`config.mk`:
```
export PLATFORM = sky130hd
export DESIGN_NAME = grad_sq_sum
export DESIGN_NICKNAME = d
export VERILOG_FILES = /design/src/rtl/grad_sq_sum_pkg.sv /design/src/rtl/grad_sq_sum_sq_unit.sv /design/src/rtl/grad_sq_sum.sv
export SDC_FILE = /design/constraint.sdc
export NUM_CORES = 1
export LEC_CHECK = 0
export CAP_MARGIN = 20
export CORE_MARGIN = 2
export CORE_UTILIZATION = 55
export DETAILED_ROUTE_END_ITERATION = 8
export PLACE_DENSITY = 0.8
export SKIP_CTS_REPAIR_TIMING = 1
export SYNTH_ARGS = -nofsm -noshare
export SYNTH_HDL_FRONTEND = slang
export SYNTH_SLANG_ARGS = --single-unit
export TNS_END_PERCENT = 1
```
`constraint.sdc`:
```
create_clock -name clk -period 4.05 [get_ports clk]
set_input_delay 0.405 -clock clk [delete_from_list [all_inputs] [get_ports clk]]
set_output_delay 0.405 -clock clk [all_outputs]
set_load 0.02 [all_outputs]
```
`src/rtl/grad_sq_sum_pkg.sv`:
```
`default_nettype none
// ============================================================================
//  Module   : grad_sq_sum_pkg
//  Purpose  : Widths and latency shared by the gradient magnitude-squared
//             block, its downstream square-root stage and their benches.
//  Ports    : none (package)
//  Revision : 1.0  initial release
// ============================================================================
package grad_sq_sum_pkg;

  // Signed gradient component width.
  localparam int GRAD_W      = 8;
  // Magnitude-squared word width consumed by the square-root stage.
  localparam int SQ_W        = 16;
  // Input-valid to output-valid latency in clocks.
  localparam int GRAD_SQ_LAT = 3;
  // Saturation counter width.
  localparam int CNT_W       = 16;

endpackage : grad_sq_sum_pkg
`default_nettype wire

```
`src/rtl/grad_sq_sum_sq_unit.sv`:
```
`default_nettype none
// ============================================================================
//  Module   : sq_unit
//  Purpose  : Registered signed squarer. Squares a two's complement operand
//             and stores the (always non-negative) result as unsigned.
//  Ports    : clk    in   1        system clock
//             rst_n  in   1        synchronous reset, active low
//             en     in   1        load enable (stage valid)
//             a      in   IN_W     signed operand
//             sq     out  2*IN_W   registered a*a, unsigned
//  Revision : 1.0  initial release
// ============================================================================
module sq_unit #(
  parameter int IN_W = 8
) (
  input  logic                   clk,
  input  logic                   rst_n,
  input  logic                   en,
  input  logic [IN_W-1:0]        a,
  output logic [2*IN_W-1:0]      sq
);

  logic signed [2*IN_W-1:0] w_a_ext;
  logic signed [2*IN_W-1:0] w_prod;

  // Sign-extend to full product width first; the largest square,
  // (-2^(IN_W-1))^2 = 2^(2*IN_W-2), still fits as a positive value.
  assign w_a_ext = $signed({{IN_W{a[IN_W-1]}}, a});
  assign w_prod  = w_a_ext * w_a_ext;

  always_ff @(posedge clk) begin
    if (!rst_n) begin
      sq <= '0;
    end else if (en) begin
      sq <= w_prod;
    end
  end

endmodule : sq_unit
`default_nettype wire

```
`src/rtl/grad_sq_sum.sv`:
```
`default_nettype none
// ============================================================================
//  Module   : grad_sq_sum
//  Purpose  : 3-stage streaming pipeline computing sat((gx^2+gy^2)>>SHIFT)
//             for the square-root stage, with a saturation flag and a
//             sticky-at-max saturation counter for debug.
//  Ports    : clk        in   1      system clock
//             rst_n      in   1      synchronous reset, active low
//             gx_i       in   IN_W   signed horizontal gradient
//             gy_i       in   IN_W   signed vertical gradient
//             val_i      in   1      gx_i/gy_i valid
//             cnt_clr_i  in   1      synchronous clear of sat_cnt_o
//             sq_sum_o   out  OUT_W  saturated shifted sum of squares
//             sat_o      out  1      sq_sum_o was clipped (with val_o)
//             val_o      out  1      sq_sum_o/sat_o valid
//             sat_cnt_o  out  16     saturated valid samples, sticks at max
//  Revision : 1.0  initial release
// ============================================================================
module grad_sq_sum
  import grad_sq_sum_pkg::*;
#(
  parameter int IN_W  = GRAD_W,
  parameter int OUT_W = SQ_W,
  parameter int SHIFT = 0
) (
  input  logic              clk,
  input  logic              rst_n,
  input  logic [IN_W-1:0]   gx_i,
  input  logic [IN_W-1:0]   gy_i,
  input  logic              val_i,
  input  logic              cnt_clr_i,
  output logic [OUT_W-1:0]  sq_sum_o,
  output logic              sat_o,
  output logic              val_o,
  output logic [CNT_W-1:0]  sat_cnt_o
);

  localparam int SQ_IW = 2 * IN_W;
  localparam int SUM_W = 2 * IN_W + 1;

  // Valid shift register: r_val1 = S1, r_val2 = S2, val_o = S3.
  logic              r_val1;
  logic              r_val2;

  logic [IN_W-1:0]   r_gx;
  logic [IN_W-1:0]   r_gy;
  logic [SQ_IW-1:0]  w_sq_x;
  logic [SQ_IW-1:0]  w_sq_y;
  logic [SUM_W-1:0]  w_sum;
  logic [SUM_W-1:0]  w_shifted;
  logic [OUT_W-1:0]  w_res;
  logic              w_over;

  // ---------------- S1: register inputs ----------------
  always_ff @(posedge clk) begin
    if (!rst_n) begin
      r_val1 <= 1'b0;
      r_val2 <= 1'b0;
      val_o  <= 1'b0;
      r_gx   <= '0;
      r_gy   <= '0;
    end else begin
      r_val1 <= val_i;
      r_val2 <= r_val1;
      val_o  <= r_val2;
      if (val_i) begin
        r_gx <= gx_i;
        r_gy <= gy_i;
      end
    end
  end

  // ---------------- S2: square each component ----------------
  sq_unit #(.IN_W(IN_W)) u_sq_x (
    .clk   (clk),
    .rst_n (rst_n),
    .en    (r_val1),
    .a     (r_gx),
    .sq    (w_sq_x)
  );

  sq_unit #(.IN_W(IN_W)) u_sq_y (
    .clk   (clk),
    .rst_n (rst_n),
    .en    (r_val1),
    .a     (r_gy),
    .sq    (w_sq_y)
  );

  // ---------------- S3: add, shift, saturate ----------------
  assign w_sum     = {1'b0, w_sq_x} + {1'b0, w_sq_y};
  assign w_shifted = w_sum >> SHIFT;

  generate
    if (OUT_W < SUM_W) begin : g_sat
      // Any set bit above the output width means the value exceeds max.
      assign w_over = |w_shifted[SUM_W-1:OUT_W];
      assign w_res  = w_over ? {OUT_W{1'b1}} : w_shifted[OUT_W-1:0];
    end else begin : g_nosat
      // Output wide enough for any sum: clipping is impossible.
      assign w_over = 1'b0;
      assign w_res  = OUT_W'(w_shifted);
    end
  endgenerate

  always_ff @(posedge clk) begin
    if (!rst_n) begin
      sq_sum_o <= '0;
      sat_o    <= 1'b0;
    end else if (r_val2) begin
      sq_sum_o <= w_res;
      sat_o    <= w_over;
    end
  end

  // Counter updates on the same edge that presents the saturated result, so
  // sat_cnt_o already includes a sample while that sample is on the outputs.
  always_ff @(posedge clk) begin
    if (!rst_n) begin
      sat_cnt_o <= '0;
    end else if (cnt_clr_i) begin
      sat_cnt_o <= '0;
    end else if (r_val2 && w_over && (sat_cnt_o != {CNT_W{1'b1}})) begin
      sat_cnt_o <= sat_cnt_o + 1'b1;
    end
  end

endmodule : grad_sq_sum
`default_nettype wire

```
==> results.json <==
{
  "cap_violations": 0,
  "hold_violations": 0,
  "synthArstFlopShare_pct": 0,
  "outcome": "finished with violations",
  "critical_path_required_ns": 4.34,
  "port-buffer-count": 53,
  "die_y_um": 124,
  "tightest_slew_ns": 0.882,
  "hpwl_um": 13600,
  "synth_area_um2": 7910,
  "seq_area_frac_synth_pct": 20.7,
  "path_cells": "inv_2 -> nor2_2 -> inv_1 -> fa_1 -> inv_1 -> fa_1 -> fa_1 -> inv_1 -> fa_1 -> inv_1 -> ha_2 -> o21a_1 -> o21a_1 -> o221ai_4 -> buf_4 -> a2111o_1 -> nand4_1",
  "cts_made_buffers": 9,
  "die_w_um": 124,
  "routed_via_density": 5.46,
  "grt_max_degree": 34,
  "ios": 54,
  "core-area_um2": 14000,
  "grt_antenna_before_repair": 0,
  "setup_violations": 7,
  "powerDensity_nw_per_um2": 249,
  "worst_ep_arrival_time_ns": 4.50,
  "critPathCaptureType": "flop",
  "min_path_type": "reg2reg",
  "ys.flop_type": "dfxtp_1",
  "yosysWarnings": 0,
  "crit_path_top_delay_cell": "fa_1",
  "cts_buffer_depth": 2,
  "cts.sinks": 82,
  "htree_levels": 3,
  "ir_drop_uv": 214,
  "max_slew_margin_pct": 41.1,
  "drt-wirelength-per-cell_um": 14.8,
  "syn_area_per_cell_um2": 8.83,
  "drt_iter0_markers": 411,
  "syn2layout_area_growth_pct": 25.4,
  "clk_latency_ns": 0.35,
  "rsz0062_at_grt": "yes",
  "fin_crit_sh_pct": 104,
  "start_util_pct": 56.6,
  "syn_inst": 896,
  "dieArea_um2": 15400,
  "overflow": 0,
  "fmax_mhz": 237,
  "path_class": "reg2reg",
  "gp_congestion": 0.893,
  "grt_pass1_vias": 6568,
  "drive_gt1_share_pct": 21.5,
  "final_nets": 1201,
  "grt_pass1_wl_um": 29400,
  "vias": 6600,
  "drtPass1Iterations": 8,
  "crit_fanout": 6,
  "syn-num-nets": 1073,
  "setup_slack_ns": -0.164,
  "total_leakage_power_uw": 0.00449,
  "track_usage_pct": 24.3,
  "synth_edf_count": 0,
  "crit_path_start_kind": "flop",
  "detail-route-antenna-nets": 0,
  "cts_root_buf": "clkbuf_16",
  "fp-row-count": 43,
  "violations": "setup timing",
  "ys_ff_latch": 82,
  "max_stage_delay_ns": 0.52,
  "drcViolationCount": 0,
  "path_clk_slew_ns": 0.06,
  "synth.distinct_cells": 56,
  "drt-total-wl_um": 17800,
  "post-place-ws_ns": -0.278,
  "n_antenna_cell": 0,
  "skew_ns": 0.00771,
  "path_buf_inv": 6,
  "cp_top_family": "adder cells",
  "drv_slew": 0,
  "cts_tree": "done",
  "finish.utilization_pct": 71.0,
  "min_period_ns": 4.21
}
-- cells by family (layout without fill, tap and decap cells) --
| logic type | count (synthesis) | count (layout) | share of synthesized area (%) |
|---|---|---|---|
| and+or+nand+nor | 228 | 228 | 14.6 |
| adders and majority gates | 157 | 157 | 32.9 |
| xor gates and xnor gates | 44 | 44 | 4.87 |
| muxes | 28 | 28 | 3.57 |
| DFF | 82 | 82 | 20.7 |
| AOI/OAI and AO/OA | 176 | 176 | 14.3 |
| buffers and inverters | 181 | 313 | 9.00 |
-- layout make-up --
cell class | count | area, um2
Multi-Input combinational cell | 633 | 5890
Fill cell | 1026 | 4060
Sequential cell | 82 | 1690
Timing Repair Buffer | 157 | 1320
Inverter | 141 | 532
Clock buffer | 10 | 239
Tap cell | 180 | 225
Clock inverter | 5 | 38.8
-- cell usage after synthesis, drive strengths merged (8+ instances only) --
| cell | n | share of area (%) |
|---|---|---|
| nor2 | 58 | 2.8 |
| ha | 72 | 11 |
| and3 | 11 | 0.90 |
| nand2b | 9 | 0.71 |
| a31o | 9 | 1.1 |
| xor2 | 9 | 1.0 |
| clkbuf | 31 | 1.5 |
| nor2b | 12 | 0.95 |
| nand2 | 53 | 2.5 |
| nand3 | 9 | 0.57 |
| or3 | 12 | 0.96 |
| nor3 | 10 | 0.63 |
| fa | 85 | 22 |
| xnor2 | 35 | 3.9 |
| buf | 9 | 0.82 |
| mux2i | 26 | 3.3 |
| o21a | 13 | 1.2 |
| inv | 141 | 6.7 |
| a21oi | 62 | 3.9 |
| a211oi | 8 | 0.89 |
| dfxtp | 82 | 21 |
| o21ai | 44 | 2.8 |
| and2 | 32 | 2.5 |
-- stage by stage --
step                hold slack (ns)  cells  setup TNS (ns)  cell area [um2]  power [uW]
global placement              0.454   1189          -0.694             9410        1630
finish                        0.469   1208          -0.740             9930        2470
global route                  0.485   1208           -2.11             9930        2610
CTS                           0.471   1204           -1.92             9680        2460
floorplan                     0.445    896          -0.198             8160        1420
detailed placement            0.463   1189           -1.24             9410        1670
-- sequential cells by signal (all words and copies together) (netlist names) --
signal,cells
r_gy,8
r_val2,1
r_gx,8
r_val1,1
val_o,1
u_sq_x.sq,15
sat_cnt_o,16
sat_o,1
u_sq_y.sq,15
sq_sum_o,16
-- where the power goes --
part | switching [uW] | leakage [uW] | internal (uW)
Sequential | 39.2 | 0.000677 | 844
Clock | 354 | 0.000135 | 433
Combinational | 404 | 0.00368 | 395
-- cells in the final DEF (no fill, tap or decap), types with 5 or more instances in the layout --
master	Yosys	layout
and2_4	0	5
a31oi_1	7	5
mux2i_1	26	26
dfxtp_4	0	10
o21a_1	13	13
dfxtp_1	82	66
and3_1	9	9
o31ai_1	7	7
a21o_1	7	7
ha_1	72	57
xor2_1	9	9
clkbuf_16	0	9
nor3_1	10	10
nand2_1	53	51
xnor2_1	35	34
o21ai_1	4	7
and2_1	32	26
nor2b_1	12	5
nor2_1	58	54
o21ai_0	39	36
a31o_2	8	8
nand4_1	6	6
dfxtp_2	0	6
nand3_1	9	9
fa_1	85	80
or3_1	11	10
buf_4	2	103
nand2b_1	9	9
inv_1	141	130
or4_1	7	7
a21oi_1	62	60
inv_2	0	10
fa_2	0	5
clkdlybuf4s50_1	0	53
ha_4	0	13
-- tightest hold or removal path, delay by kind of cell, from the launching register on --
| family | cells | cell delay, ns |
|---|---|---|
| AO/OA/AOI/OAI | 1 | 0.05 |
| AND/OR/NAND/NOR | 1 | 0.06 |
| flip-flops | 1 | 0.31 |
-- final timing paths --
path            startpoint             to  slack, ns  cells after the start
min reg2reg  u_sq_y.sq[12]  u_sq_y.sq[12]       0.47                      2
max reg2reg        r_gx[6]  u_sq_x.sq[13]      -0.16                     17
min          u_sq_y.sq[12]  u_sq_y.sq[12]       0.47                      2
max                r_gx[6]  u_sq_x.sq[13]      -0.16                     17
-- layer usage --
layer	up-vias	share of wire (%)	GRT usage (%)
li1	3231	-	-
met1	3204	43	30.5
met2	136	51	43.3
met3	29	3.5	3.21
met4	0	2.0	7.58
met5	-	0	0
Power figures use the tool's default switching activity.
